[src/rtl/distance_filter_if.sv]
// Sample/result bus between the ultrasonic ranger front end and the distance filter.
interface distance_filter_if;
  logic [7:0] sample_in;
  logic       sample_valid;
  logic [7:0] distance_out;
  logic       out_valid;
  logic       locked;
  logic       stale;
  logic [7:0] reject_count;

  // Producer of raw samples, consumer of filtered distance.
  modport master (
    output sample_in, sample_valid,
    input  distance_out, out_valid, locked, stale, reject_count
  );

  // The filter itself.
  modport slave (
    input  sample_in, sample_valid,
    output distance_out, out_valid, locked, stale, reject_count
  );
endinterface

[src/rtl/distance_filter.sv]
// Moving-average distance filter with outlier rejection, re-acquisition and staleness timeout.
module distance_filter #(
  parameter int unsigned DEPTH_LOG2     = 2,
  parameter int unsigned MAX_JUMP       = 40,
  parameter int unsigned TIMEOUT_CYCLES = 50_000_000
) (
  input  logic             clock,
  input  logic             resetn,
  distance_filter_if.slave bus
);

  localparam int unsigned N  = 1 << DEPTH_LOG2;
  localparam int unsigned SW = 8 + DEPTH_LOG2;
  localparam int unsigned PW = (DEPTH_LOG2 > 0) ? DEPTH_LOG2 : 1;
  localparam int unsigned FW = DEPTH_LOG2 + 1;
  localparam int unsigned TW = $clog2(TIMEOUT_CYCLES + 1);

  typedef enum logic [1:0] {S_EMPTY, S_FILLING, S_TRACKING} state_t;

  state_t          r_state;
  logic [7:0]      r_win [N];
  logic [PW-1:0]   r_ptr;
  logic [SW-1:0]   r_sum;
  logic [FW-1:0]   r_fill;
  logic [1:0]      r_rej_run;
  logic [TW-1:0]   r_tmo;
  logic [7:0]      r_dist;
  logic            r_out_valid;
  logic            r_locked;
  logic            r_stale;
  logic [7:0]      r_rej_cnt;

  logic            w_nonzero;
  logic            w_zero_strobe;
  logic [8:0]      w_diff;
  logic [8:0]      w_abs;
  logic            w_outlier;
  logic            w_reacq;
  logic            w_accept;
  logic [7:0]      w_oldest;
  logic [SW-1:0]   w_sum_fill;
  logic [SW-1:0]   w_sum_track;
  logic [PW-1:0]   w_ptr_inc;
  logic [FW-1:0]   w_fill_inc;

  // Sample qualification, deviation test and next-sum arithmetic.
  always_comb begin
    w_nonzero     = bus.sample_valid && (bus.sample_in != 8'd0);
    w_zero_strobe = bus.sample_valid && (bus.sample_in == 8'd0);
    w_diff        = {1'b0, bus.sample_in} - {1'b0, r_dist};
    w_abs         = w_diff[8] ? (9'd0 - w_diff) : w_diff;
    w_outlier     = (r_state == S_TRACKING) && w_nonzero && (w_abs > 9'(MAX_JUMP));
    w_reacq       = w_outlier && (r_rej_run == 2'd2);
    w_accept      = w_nonzero && (!w_outlier || w_reacq);
    w_oldest      = r_win[r_ptr];
    w_sum_fill    = r_sum + SW'(bus.sample_in);
    w_sum_track   = r_sum + SW'(bus.sample_in) - SW'(w_oldest);
    w_ptr_inc     = (r_ptr == PW'(N - 1)) ? '0 : r_ptr + PW'(1);
    w_fill_inc    = r_fill + FW'(1);
  end

  // State machine, window update, counters and registered outputs.
  always_ff @(posedge clock) begin
    if (!resetn) begin
      r_state     <= S_EMPTY;
      r_ptr       <= '0;
      r_sum       <= '0;
      r_fill      <= '0;
      r_rej_run   <= '0;
      r_tmo       <= '0;
      r_dist      <= '0;
      r_out_valid <= 1'b0;
      r_locked    <= 1'b0;
      r_stale     <= 1'b0;
      r_rej_cnt   <= '0;
      for (int i = 0; i < int'(N); i++) r_win[i] <= '0;
    end else begin
      r_out_valid <= 1'b0;
      if (w_accept) begin
        // Accepted samples (including a re-acquire) refresh the timeout and win over it.
        r_tmo       <= '0;
        r_stale     <= 1'b0;
        r_rej_run   <= '0;
        r_out_valid <= 1'b1;
        if (w_reacq && (r_rej_cnt != 8'hFF)) r_rej_cnt <= r_rej_cnt + 8'd1;
        if ((r_state == S_EMPTY) || w_reacq) begin
          r_win[0] <= bus.sample_in;
          r_sum    <= SW'(bus.sample_in);
          r_fill   <= FW'(1);
          r_ptr    <= PW'((N > 1) ? 1 : 0);
          r_dist   <= bus.sample_in;
          if (N == 1) begin
            r_state  <= S_TRACKING;
            r_locked <= 1'b1;
          end else begin
            r_state  <= S_FILLING;
            r_locked <= 1'b0;
          end
        end else if (r_state == S_FILLING) begin
          r_win[r_ptr] <= bus.sample_in;
          r_sum        <= w_sum_fill;
          r_fill       <= w_fill_inc;
          r_ptr        <= w_ptr_inc;
          if (w_fill_inc == FW'(N)) begin
            r_dist   <= 8'(w_sum_fill >> DEPTH_LOG2);
            r_state  <= S_TRACKING;
            r_locked <= 1'b1;
          end else begin
            r_dist   <= bus.sample_in;
          end
        end else begin
          r_win[r_ptr] <= bus.sample_in;
          r_sum        <= w_sum_track;
          r_ptr        <= w_ptr_inc;
          r_dist       <= 8'(w_sum_track >> DEPTH_LOG2);
        end
      end else begin
        if (w_outlier) begin
          if (r_rej_cnt != 8'hFF) r_rej_cnt <= r_rej_cnt + 8'd1;
          r_rej_run <= r_rej_run + 2'd1;
        end
        // No-echo strobes freeze the timeout; otherwise count up and fire once on reaching the limit.
        if (!w_zero_strobe && (r_tmo != TW'(TIMEOUT_CYCLES))) begin
          r_tmo <= r_tmo + TW'(1);
          if (r_tmo == TW'(TIMEOUT_CYCLES - 1)) begin
            r_stale   <= 1'b1;
            r_state   <= S_EMPTY;
            r_fill    <= '0;
            r_rej_run <= '0;
            r_locked  <= 1'b0;
          end
        end
      end
    end
  end

  assign bus.distance_out = r_dist;
  assign bus.out_valid    = r_out_valid;
  assign bus.locked       = r_locked;
  assign bus.stale        = r_stale;
  assign bus.reject_count = r_rej_cnt;

endmodule

[src/flat_wrapper.sv]
// flat-port wrapper written by rule: the top's interface ports become plain ports
module distance_filter_flat 
#(
  parameter int unsigned DEPTH_LOG2     = 2,
  parameter int unsigned MAX_JUMP       = 40,
  parameter int unsigned TIMEOUT_CYCLES = 50_000_000
)
  (clock, resetn, bus_sample_in, bus_sample_valid, bus_distance_out, bus_out_valid, bus_locked, bus_stale, bus_reject_count);
  distance_filter_if bus_i ();
  input  logic clock;
  input  logic resetn;
  input wire logic [$bits(bus_i.sample_in)-1:0] bus_sample_in;
  input wire logic [$bits(bus_i.sample_valid)-1:0] bus_sample_valid;
  output wire logic [$bits(bus_i.distance_out)-1:0] bus_distance_out;
  output wire logic [$bits(bus_i.out_valid)-1:0] bus_out_valid;
  output wire logic [$bits(bus_i.locked)-1:0] bus_locked;
  output wire logic [$bits(bus_i.stale)-1:0] bus_stale;
  output wire logic [$bits(bus_i.reject_count)-1:0] bus_reject_count;
  assign bus_i.sample_in = bus_sample_in;
  assign bus_i.sample_valid = bus_sample_valid;
  assign bus_distance_out = bus_i.distance_out;
  assign bus_out_valid = bus_i.out_valid;
  assign bus_locked = bus_i.locked;
  assign bus_stale = bus_i.stale;
  assign bus_reject_count = bus_i.reject_count;
  distance_filter #(.DEPTH_LOG2(DEPTH_LOG2), .MAX_JUMP(MAX_JUMP), .TIMEOUT_CYCLES(TIMEOUT_CYCLES)) u_core (.clock(clock), .resetn(resetn), .bus(bus_i));
endmodule
[config.mk]
export PLATFORM = sky130hd
export DESIGN_NAME = distance_filter_flat
export DESIGN_NICKNAME = d
export VERILOG_FILES = /design/src/rtl/distance_filter_if.sv /design/src/rtl/distance_filter.sv /design/src/flat_wrapper.sv
export SDC_FILE = /design/constraint.sdc
export NUM_CORES = 1
export LEC_CHECK = 0
export ABC_AREA = 1
export BUFFER_PORTS_ARGS = -buffer_cell sky130_fd_sc_hd__buf_2
export CORE_MARGIN = 1.5
export CORE_UTILIZATION = 40
export DETAILED_ROUTE_END_ITERATION = 16
export MAX_ROUTING_LAYER = met4
export PLACE_DENSITY_LB_ADDON = 0.05
export SLEW_MARGIN = 30
export SYNTH_ARGS = -nofsm -noshare
export SYNTH_HDL_FRONTEND = slang
export SYNTH_SLANG_ARGS = --single-unit
[constraint.sdc]
create_clock -name clock -period 5.17 [get_ports clock]
set_input_delay 1.2925 -clock clock [delete_from_list [all_inputs] [get_ports clock]]
set_output_delay 1.2925 -clock clock [all_outputs]
set_load 0.02 [all_outputs]
==> results of run 1 <==
[logic make-up after synthesis]
family	Yosys count	synth area share [%]
AO/OA/AOI/OAI	146	13.3
flip-flops	97	35.3
adder cells (fa/ha/maj)	35	7.18
AND/OR/NAND/NOR	445	32.6
buffers and inverters	138	9.09
XOR/XNOR	19	2.60
[power by group through the flow]
stage | clock network, mW | logic, mW | registers [mW]
finish | 0.722 | 0.539 | 0.839
floorplan | 0 | 0.407 | 0.855
global route | 0.770 | 0.613 | 0.842
CTS | 0.741 | 0.540 | 0.839
global placement | 0 | 0.525 | 0.857
detailed placement | 0 | 0.536 | 0.856
[routing by layer]
| layer | wire, um | vias to the layer above | GRT usage [%] |
|---|---|---|---|
| li1 | - | 2952 | - |
| met1 | 8230 | 2620 | 28.3 |
| met2 | 7600 | 88 | 34.3 |
| met4 | 262 | 0 | 6.01 |
| met5 | 0 | - | - |
| met3 | 424 | 19 | 3.30 |
[synth_stat cells, drive strengths merged]
master	instances
a211oi	1
edfxtp	32
o21bai	2
clkbuf	10
o21ai	53
nor2	91
nor3b	4
a32o	6
xor2	13
or2	9
nor4	6
xnor2	6
nand4	16
a32oi	1
o22ai	2
inv	117
dfxtp	65
nand2	231
o21a	1
a22o	1
nor3	27
nand3	57
o2111ai	1
o211a	1
a21o	5
a21oi	67
fa	3
o211ai	5
ha	32
nand3b	4
buf	11
[flip-flops by register name (all words and copies together), names as in the netlist, 3 cells and up, named ones only]
register	count
u_core.r_win	32
u_core.r_tmo	26
u_core.r_sum	10
u_core.bus.distance_out	8
u_core.bus.reject_count	8
u_core.r_fill	3
[through the flow]
stage	instances	hold slack, ns	instance area (um2)	setup slack, ns	util, %
2_1_floorplan	880	0.430	6410	0.866	-
3_3_place_gp	1110	0.440	6750	0.383	42.8
3_5_place_dp	1110	0.447	6750	0.275	42.8
4_1_cts	1126	0.459	7070	0.629	44.8
5_1_grt	1126	0.474	7070	0.308	44.8
6_report	1126	0.452	7070	0.617	44.8
[area by class of cell]
class,count,area share (%)
multi-input cells,645,50.5
flip-flops and latches,97,32.0
inverters,117,6.29
well taps,216,3.83
clock buffers,9,3.19
repair buffers,35,2.87
clock inverters,7,1.35
[critical path, stage by stage]
cell	delay (ns)
buf_2	0.13
inv_1	0.25
ha_1	0.21
inv_1	0.08
fa_1	0.44
inv_1	0.09
ha_1	0.16
inv_1	0.05
nor2_1	0.19
nand2_2	0.10
nor2_1	0.09
nand2_1	0.08
nand3_1	0.08
nand3_1	0.09
nor2_2	0.12
nand2_2	0.10
nand3_1	0.10
nand2_2	0.23
nor2_4	0.27
nor2_8	0.07
nand2_4	0.14
nand2_1	0.24
[how the worst max path moves through the flow]
| stage | startpoint | endpoint | slack [ns] | cells past startpoint |
|---|---|---|---|---|
| 4_1_cts | bus_sample_in[0] | u_core.r_win[0][4] | 0.63 | 22 |
| 3_5_place_dp | bus_sample_in[0] | u_core.r_win[0][5] | 0.27 | 22 |
| 6_report | bus_sample_in[0] | u_core.r_win[0][4] | 0.62 | 22 |
| 2_1_floorplan | bus_sample_in[0] | u_core.r_win[3][0] | 0.87 | 22 |
| 3_3_place_gp | bus_sample_in[0] | u_core.r_win[0][1] | 0.38 | 22 |
| 5_1_grt | bus_sample_in[0] | u_core.r_win[2][0] | 0.31 | 21 |
==> run summary, run 1 <==
In this run the worst path has a maximum fanout of 14. The path class of the tightest hold or removal check is reg2reg. Compared with the post-synthesis result, the final layout area differs by 10.2%. The endpoint of the worst hold-timing path is u_core.bus.stale. The synthesized design contains 97 register bits. In the final design database the tool counted 951 nets. Entering global routing, the biggest net connects 29 pins.

TritonCTS built the clock tree. Clock tree synthesis inserted a total of 9 buffers. The switching part of the total came out at 33.8%. The post-CTS clock slew at the launch and capture registers of the worst setup and hold paths is 0.07 ns. The synthesized net count came out at 926. Based on the critical path, the design can be clocked at up to 0.220 GHz. The setup slack of the most critical reg-to-reg path is 1.52 ns. In the routed layout, each cell is associated on average with a via count of 5.04. The sum of negative setup slack is 0 ns. For the final database, setup skew stands at 0.00691 ns.

In the final layout, the multi-input gates occupy 3570 um2. The initial antenna violation count is 0. The number of H-tree levels is 3.

Global routing consumed, over all layers together, 21.5% of the routing resources. The startpoint identified for the worst register-to-register timing path is u_core.bus.distance_out[0]. The floorplan has 46 rows. The final antenna diode count is 0. The remaining antenna violation count came out at 0. The quantity of hold-fixing buffers added after cts came out at 0. In the layout the commonest cells are nand2_1, inv_1, nor2_1, dfxtp_1, a21oi_1. The endpoint kind of the worst setup timing path is a flip-flop. For the pin with the worst max-slew slack, the measured transition is 0.665 ns. The worst hold path begins at u_core.bus.stale. Sequential cells burn 39.9% of the power. The count of final setup violators came out at 0.

The highest ir drop seen on vdd is 0.207 mV. After detailed routing, the number of remaining DRC violations is 0. The net switching power is 710 uW. The total wire length came out at 16500 um.

Subtracting the final worst setup slack from the clock period gives 4.55 ns. After synthesis the cells add up to 6410 um2. The number of max-cap violations is 0. Registers take 2260 um2. The vias after detailed routing came out at 5679. The floorplan die height came out at 130 um. The flow ran to the end, and the final reports show no timing, DRC or antenna violations. The power per cell area came out at 297 nW/um2. The fraction of final layout cells sized beyond drive strength 1 came out at 12.9%. The number of hold-slack violations in the final timing report is 0. The number of buffers inserted by port buffering is 29. The die area is 16800 um2. The final-report max-slew violation count was 0. Sorting the synthesized cells by area gives the leading types as dfxtp_1, edfxtp_1, nand2_1.

The number of global-route vias before repair is 5428. At the end of routability-driven placement, the weighted congestion stood at 0.874. The distinct cell type count of the synthesized netlist is 45. The logic depth of the worst register-to-register path came out at 20.

The share of the synthesized area in the top cell type is 20.3%. The clock insertion delay at the later pin of the skew report is 0.35 ns. Power comes to 2.10 mW.

The die is 130 um wide. The number of gates resized after cts came out at 0. The post-DP HPWL is 12700 um. By startpoint and endpoint, the worst setup path is classified as in2reg. The worst-case headroom to the max-slew limit is 55.2%. The number of top-level design ports is 30.

The destination of the worst register-to-register timing path is u_core.r_win[0][4]. The initial DRC count is 380. For this configuration, the core starts out at a cell density of 40.7%.

The arrival time at the worst endpoint is 4.59 ns. Per report_power, the combinational group accounts for 25.7% of the total. The number of detailed-route iterations in the first pass came out at 5. The total global routing overflow is 0. The synthesized instance count is 880. The critical path startpoint category is an input port.

The average size of a mapped cell is 7.29 um2. The deepest clock path buffer count came out at 2. The region available for standard cell placement spans 15800 um2.

The number of setup buffers added after CTS is 0. The share of total power dissipated in the clock network is 34.4%. The final clock period utilization by the worst path is 88.1%. The global-route wire length before repair is 27300 um.

Setup repair after global routing left no endpoint under its margin. dfxtp_1 takes more of the synthesized area than any other cell. The required time of the critical path is 5.21 ns. The number of synthesis warnings came out at 0.

Clock tree synthesis selected as its root buffer the cell clkbuf_16. The portion of the post-synthesis area used by sequential elements came out at 35.3%. Leaving out fill and tap cells, the most frequent cell in the layout is nand2_1.

The static leakage is 2.92 nW. The cell-internal power came out at 1.39 mW. The depth of the worst hold-timing path came out at 2. Counting the fill cells in the layout gives 1674. After detailed routing, the average wire length per cell comes to 14.7 um. The number of clock sinks seen by CTS is 97.
(Power assumes the default switching activity.)
==> run 2, diff against run 1 <==
--- a/config.mk
+++ b/config.mk
@@ -7,7 +7,7 @@
 export LEC_CHECK = 0
 export ABC_AREA = 1
 export BUFFER_PORTS_ARGS = -buffer_cell sky130_fd_sc_hd__buf_2
-export CORE_MARGIN = 1.5
+export CORE_MARGIN = 4
 export CORE_UTILIZATION = 40
 export DETAILED_ROUTE_END_ITERATION = 16
 export MAX_ROUTING_LAYER = met4
==> constraint.sdc (replaced) <==
create_clock -name clock -period 5.17 [get_ports clock]
set_input_delay 1.034 -clock clock [delete_from_list [all_inputs] [get_ports clock]]
set_output_delay 1.034 -clock clock [all_outputs]
set_load 0.02 [all_outputs]
==> run 2 against run 1 <==
  * Count of clock-buffer cells in the layout unchanged
  * Combinational power increased by 2%
  * First-iteration DRC count increased by 22%
  * Worst hold slack improved by 0.0015 ns
  * Die area increased by 7.9%
  * Via count decreased by 0.12%
  * Global-route usage decreased by 2.2 points
  * Critical path depth unchanged
  * Register-to-register slack got worse by 0.26 ns
  * Clock power decreased by 5.5%
  * Design area decreased by 0.51%
==> run summary, run 2 (synthesis results as in run 1) <==
The flow ran to the end, and the final reports show no timing, DRC or antenna violations. Counting flops per register, the top entry is u_core.r_win. The part of the power in combinational logic is 26.6% (+0.9 points). The final routed wire length divided by cell count is 14.6 um (-0.34%). Grouping stages by cell kind, the critical path spends the most delay in simple AND/OR/NAND/NOR gates.

The library cell used most frequently in the layout, excluding fill and tap cells, is nand2_1. The endpoint identified for the worst register-to-register timing path is u_core.r_win[0][6]. The die area came to 18100 um2 (+7.9%). The horizontal die dimension is 135 um (+3.9%). The final-report max-slew violation count is 0 (unchanged).

The number of buffers created by CTS is 9 (unchanged). The initial core utilization came to 40.7% (unchanged). The number of rows created at floorplan came out at 46 (unchanged). The floorplan die height is 135 um (+3.9%). The switching part of the total is 35.1% (+1.3 points). The sequential share of power came to 40.5% (+0.6 points). The final clock period utilization by the worst path is 88.4% (+0.34 points). The logic depth of the worst register-to-register path came out at 20 (unchanged). The relative contribution of the clock network to total power came out at 32.9% (-1.5 points). The clock tree root driver cell is clkbuf_16. The minimum period implied by the final worst setup slack came to 4.57 ns (+0.0176 ns). In this run the critical register-to-register path is launched from u_core.bus.distance_out[0]. The average vias per placed instance came out at 5.05 (about the same). The total global routing overflow is 0 (unchanged).

In this run the most critical hold path is launched from u_core.bus.stale. The total wire length is 16400 um (-0.52%). The final worst clock skew is 0.00683 ns (-0.0000786 ns). The pin count of the biggest net entering global routing came out at 26 (-10%). The highest ir drop seen on vdd was 0.136 mV (-34%). The number of gates resized after cts is 0 (unchanged).

Leaving out fill and tap cells, the most frequent cells in the layout are nand2_1, inv_1, nor2_1, dfxtp_1, a21oi_1. The remaining antenna violation count came out at 0 (unchanged). The post-CTS setup buffer count is 0 (unchanged).

The endpoint of the worst hold-timing path is u_core.bus.stale. The total number of nets in the final design came out at 949 (-0.21%). Relative to the synthesized area, the layout overhead comes to 9.64%. The maximum fanout encountered on the critical timing path came out at 22 (+8).

The post-CTS clock slew at the launch and capture registers of the worst setup and hold paths is 0.08 ns (about the same). The final RePlAce weighted congestion came out at 0.886 (+1.4%). The post-DP HPWL is 12700 um (-0.16%). The delay of the slowest cell on the worst path was 0.43 ns (about the same). The achievable frequency came out at 0.219 GHz (-0.39%). The required time of the critical path came out at 5.20 ns (about the same).

The buffers plus inverters on the worst setup path is 6 (+1). The static leakage is 2.90 nW (-0.74%). The net switching power came out at 727 uW (+2.4%).

The slew at the pin closest to its max-slew limit came out at 0.647 ns (-0.0180 ns). The number of top-level design ports came out at 30 (unchanged). The initial DRC count is 464 (+22%). Walking the worst path, the cells encountered are buf_2 > inv_1 > ha_1 > inv_1 > fa_1 > inv_1 > ha_1 > inv_1 > nor2_1 > nand2_2 > nor2_1 > nand2_1 > nand3_1 > nand3_1 > nor2_2 > nand2_2 > nand3_1 > nand2_2 > inv_2 > nand2_2 > nand2_4 > nand2_1. Setup repair after global routing left no endpoint under its margin. The cell-internal power is 1.34 mW (-3.3%). The arrival time at the worst endpoint is 4.60 ns (about the same). The initial antenna violation count is 0 (unchanged). The number of clock sinks seen by CTS is 97 (unchanged). The setup slack of the most critical reg-to-reg path is 1.26 ns (-0.26 ns). The quantity of hold-fixing buffers added after cts came out at 0 (unchanged). The fraction of final layout cells sized beyond drive strength 1 is 12.7% (-0.19 points). The number of global-route vias before repair came out at 5441 (+0.24%). The worst-case headroom to the max-slew limit is 56.5% (+1.2 points). The path class of the tightest hold or removal check is reg2reg. The number of max-cap violations is 0 (unchanged). The number of detailed-route iterations in the first pass is 5 (unchanged).

The largest registers in the layout are u_core.r_win x32, u_core.r_tmo x26, u_core.r_sum x10. The final core utilization was 44.6% (-0.23 points). The clock insertion delay at the later pin of the skew report is 0.35 ns (about the same). The global-route wire length before repair is 27300 um (about the same).

The slowest stage of the critical path is the fa_1 cell. The standard cell core area is 15800 um2 (unchanged). The vias after detailed routing was 5672 (-0.12%). The endpoint kind of the worst setup timing path is a flip-flop. The worst setup path is of the in2reg kind. The sum of negative setup slack came out at 0 ns (unchanged). The number of H-tree levels is 3 (unchanged).

The combined global-route utilization of all metal layers is 19.3% (-2.2 points). The detailed-route DRC error count is 0 (unchanged). TritonCTS built the clock tree. The final antenna diode count came to 0 (unchanged). The number of hold-slack violations in the final timing report is 0 (unchanged).

The power per cell area came to 295 nW/um2 (-0.87%). The worst setup path is launched from an input port. The flip-flop count of the largest register after layout was 32 (unchanged). The number of buffers inserted by port buffering was 29 (unchanged). The count of final setup violators came out at 0 (unchanged). The depth of the worst hold-timing path came out at 2 (unchanged). The deepest clock path buffer count came out at 2 (unchanged).
run 2: changes by cell type in the layout (fill, tap and decap cells not counted):
| cell | previous run | this run |
|---|---|---|
| buf_12 | 1 | 0 |
| buf_4 | 5 | 4 |
| bufinv_16 | 1 | 0 |
| clkinv_8 | 1 | 3 |
| inv_8 | 2 | 1 |
run 2: worst register-to-register path, cell delays in order, from the launching register on:
cell     delay (ns)
dfxtp_1        0.36
ha_1           0.21
inv_1          0.12
fa_1           0.43
inv_1          0.10
ha_1           0.17
inv_1          0.05
nor2_1         0.19
nand2_2        0.09
nor2_1         0.08
nand2_1        0.07
nand3_1        0.08
nand3_1        0.11
nor2_2         0.11
nand2_2        0.09
nand3_1        0.10
nand2_2        0.22
inv_2          0.41
nand2_2        0.17
nand2_4        0.20
nand2_1        0.25
run 2: final cells by class:
type                            instances  area, um2
Timing Repair Buffer                   33        175
Tap cell                              216        270
Inverter                              117        444
Multi-Input combinational cell        645       3570
Sequential cell                        97       2260
Fill cell                            1672       8740
Clock inverter                          7       86.3
Clock buffer                            9        225
run 2: worst max path at each step:
stage / start / endpoint / slack (ns) / cells after the start
after global placement: bus_sample_in[0] / u_core.r_win[0][3] / 0.41 / 22
after global routing: bus_sample_in[0] / u_core.r_win[0][6] / 0.25 / 22
after detailed placement: bus_sample_in[0] / u_core.r_win[0][2] / 0.29 / 22
after CTS: bus_sample_in[0] / u_core.r_win[0][6] / 0.63 / 22
after floorplan: bus_sample_in[0] / u_core.r_win[3][0] / 1.12 / 22
final: bus_sample_in[0] / u_core.r_win[0][6] / 0.60 / 22
run 2: routing by layer:
layer  global-route usage, %  up-vias  wire length [um]  part of all wire [%]
met4                    5.03        0               223                   1.4
met1                    26.6     2620              8310                    51
met3                    2.50       15               507                   3.1
li1                        -     2952                 -                     -
met2                    30.2       85              7390                    45
met5                       -        -                 0                     0
run 2: power by group through the flow:
stage | logic [mW] | clock network (mW) | registers [mW]
after floorplan | 0.407 | 0 | 0.855
after global placement | 0.534 | 0 | 0.856
after detailed placement | 0.541 | 0 | 0.857
after CTS | 0.546 | 0.703 | 0.839
after global routing | 0.621 | 0.737 | 0.843
final | 0.551 | 0.682 | 0.839
run 2: metrics by stage:
step / cell area, um2 / hold slack, ns / instances / power [mW] / setup slack (ns)
after floorplan: 6410 / 0.430 / 880 / 1.26 / 1.12
after global placement: 6720 / 0.440 / 1108 / 1.39 / 0.411
after detailed placement: 6720 / 0.444 / 1108 / 1.40 / 0.287
after CTS: 7030 / 0.457 / 1124 / 2.09 / 0.627
after global routing: 7030 / 0.484 / 1124 / 2.20 / 0.254
final: 7030 / 0.454 / 1124 / 2.07 / 0.599
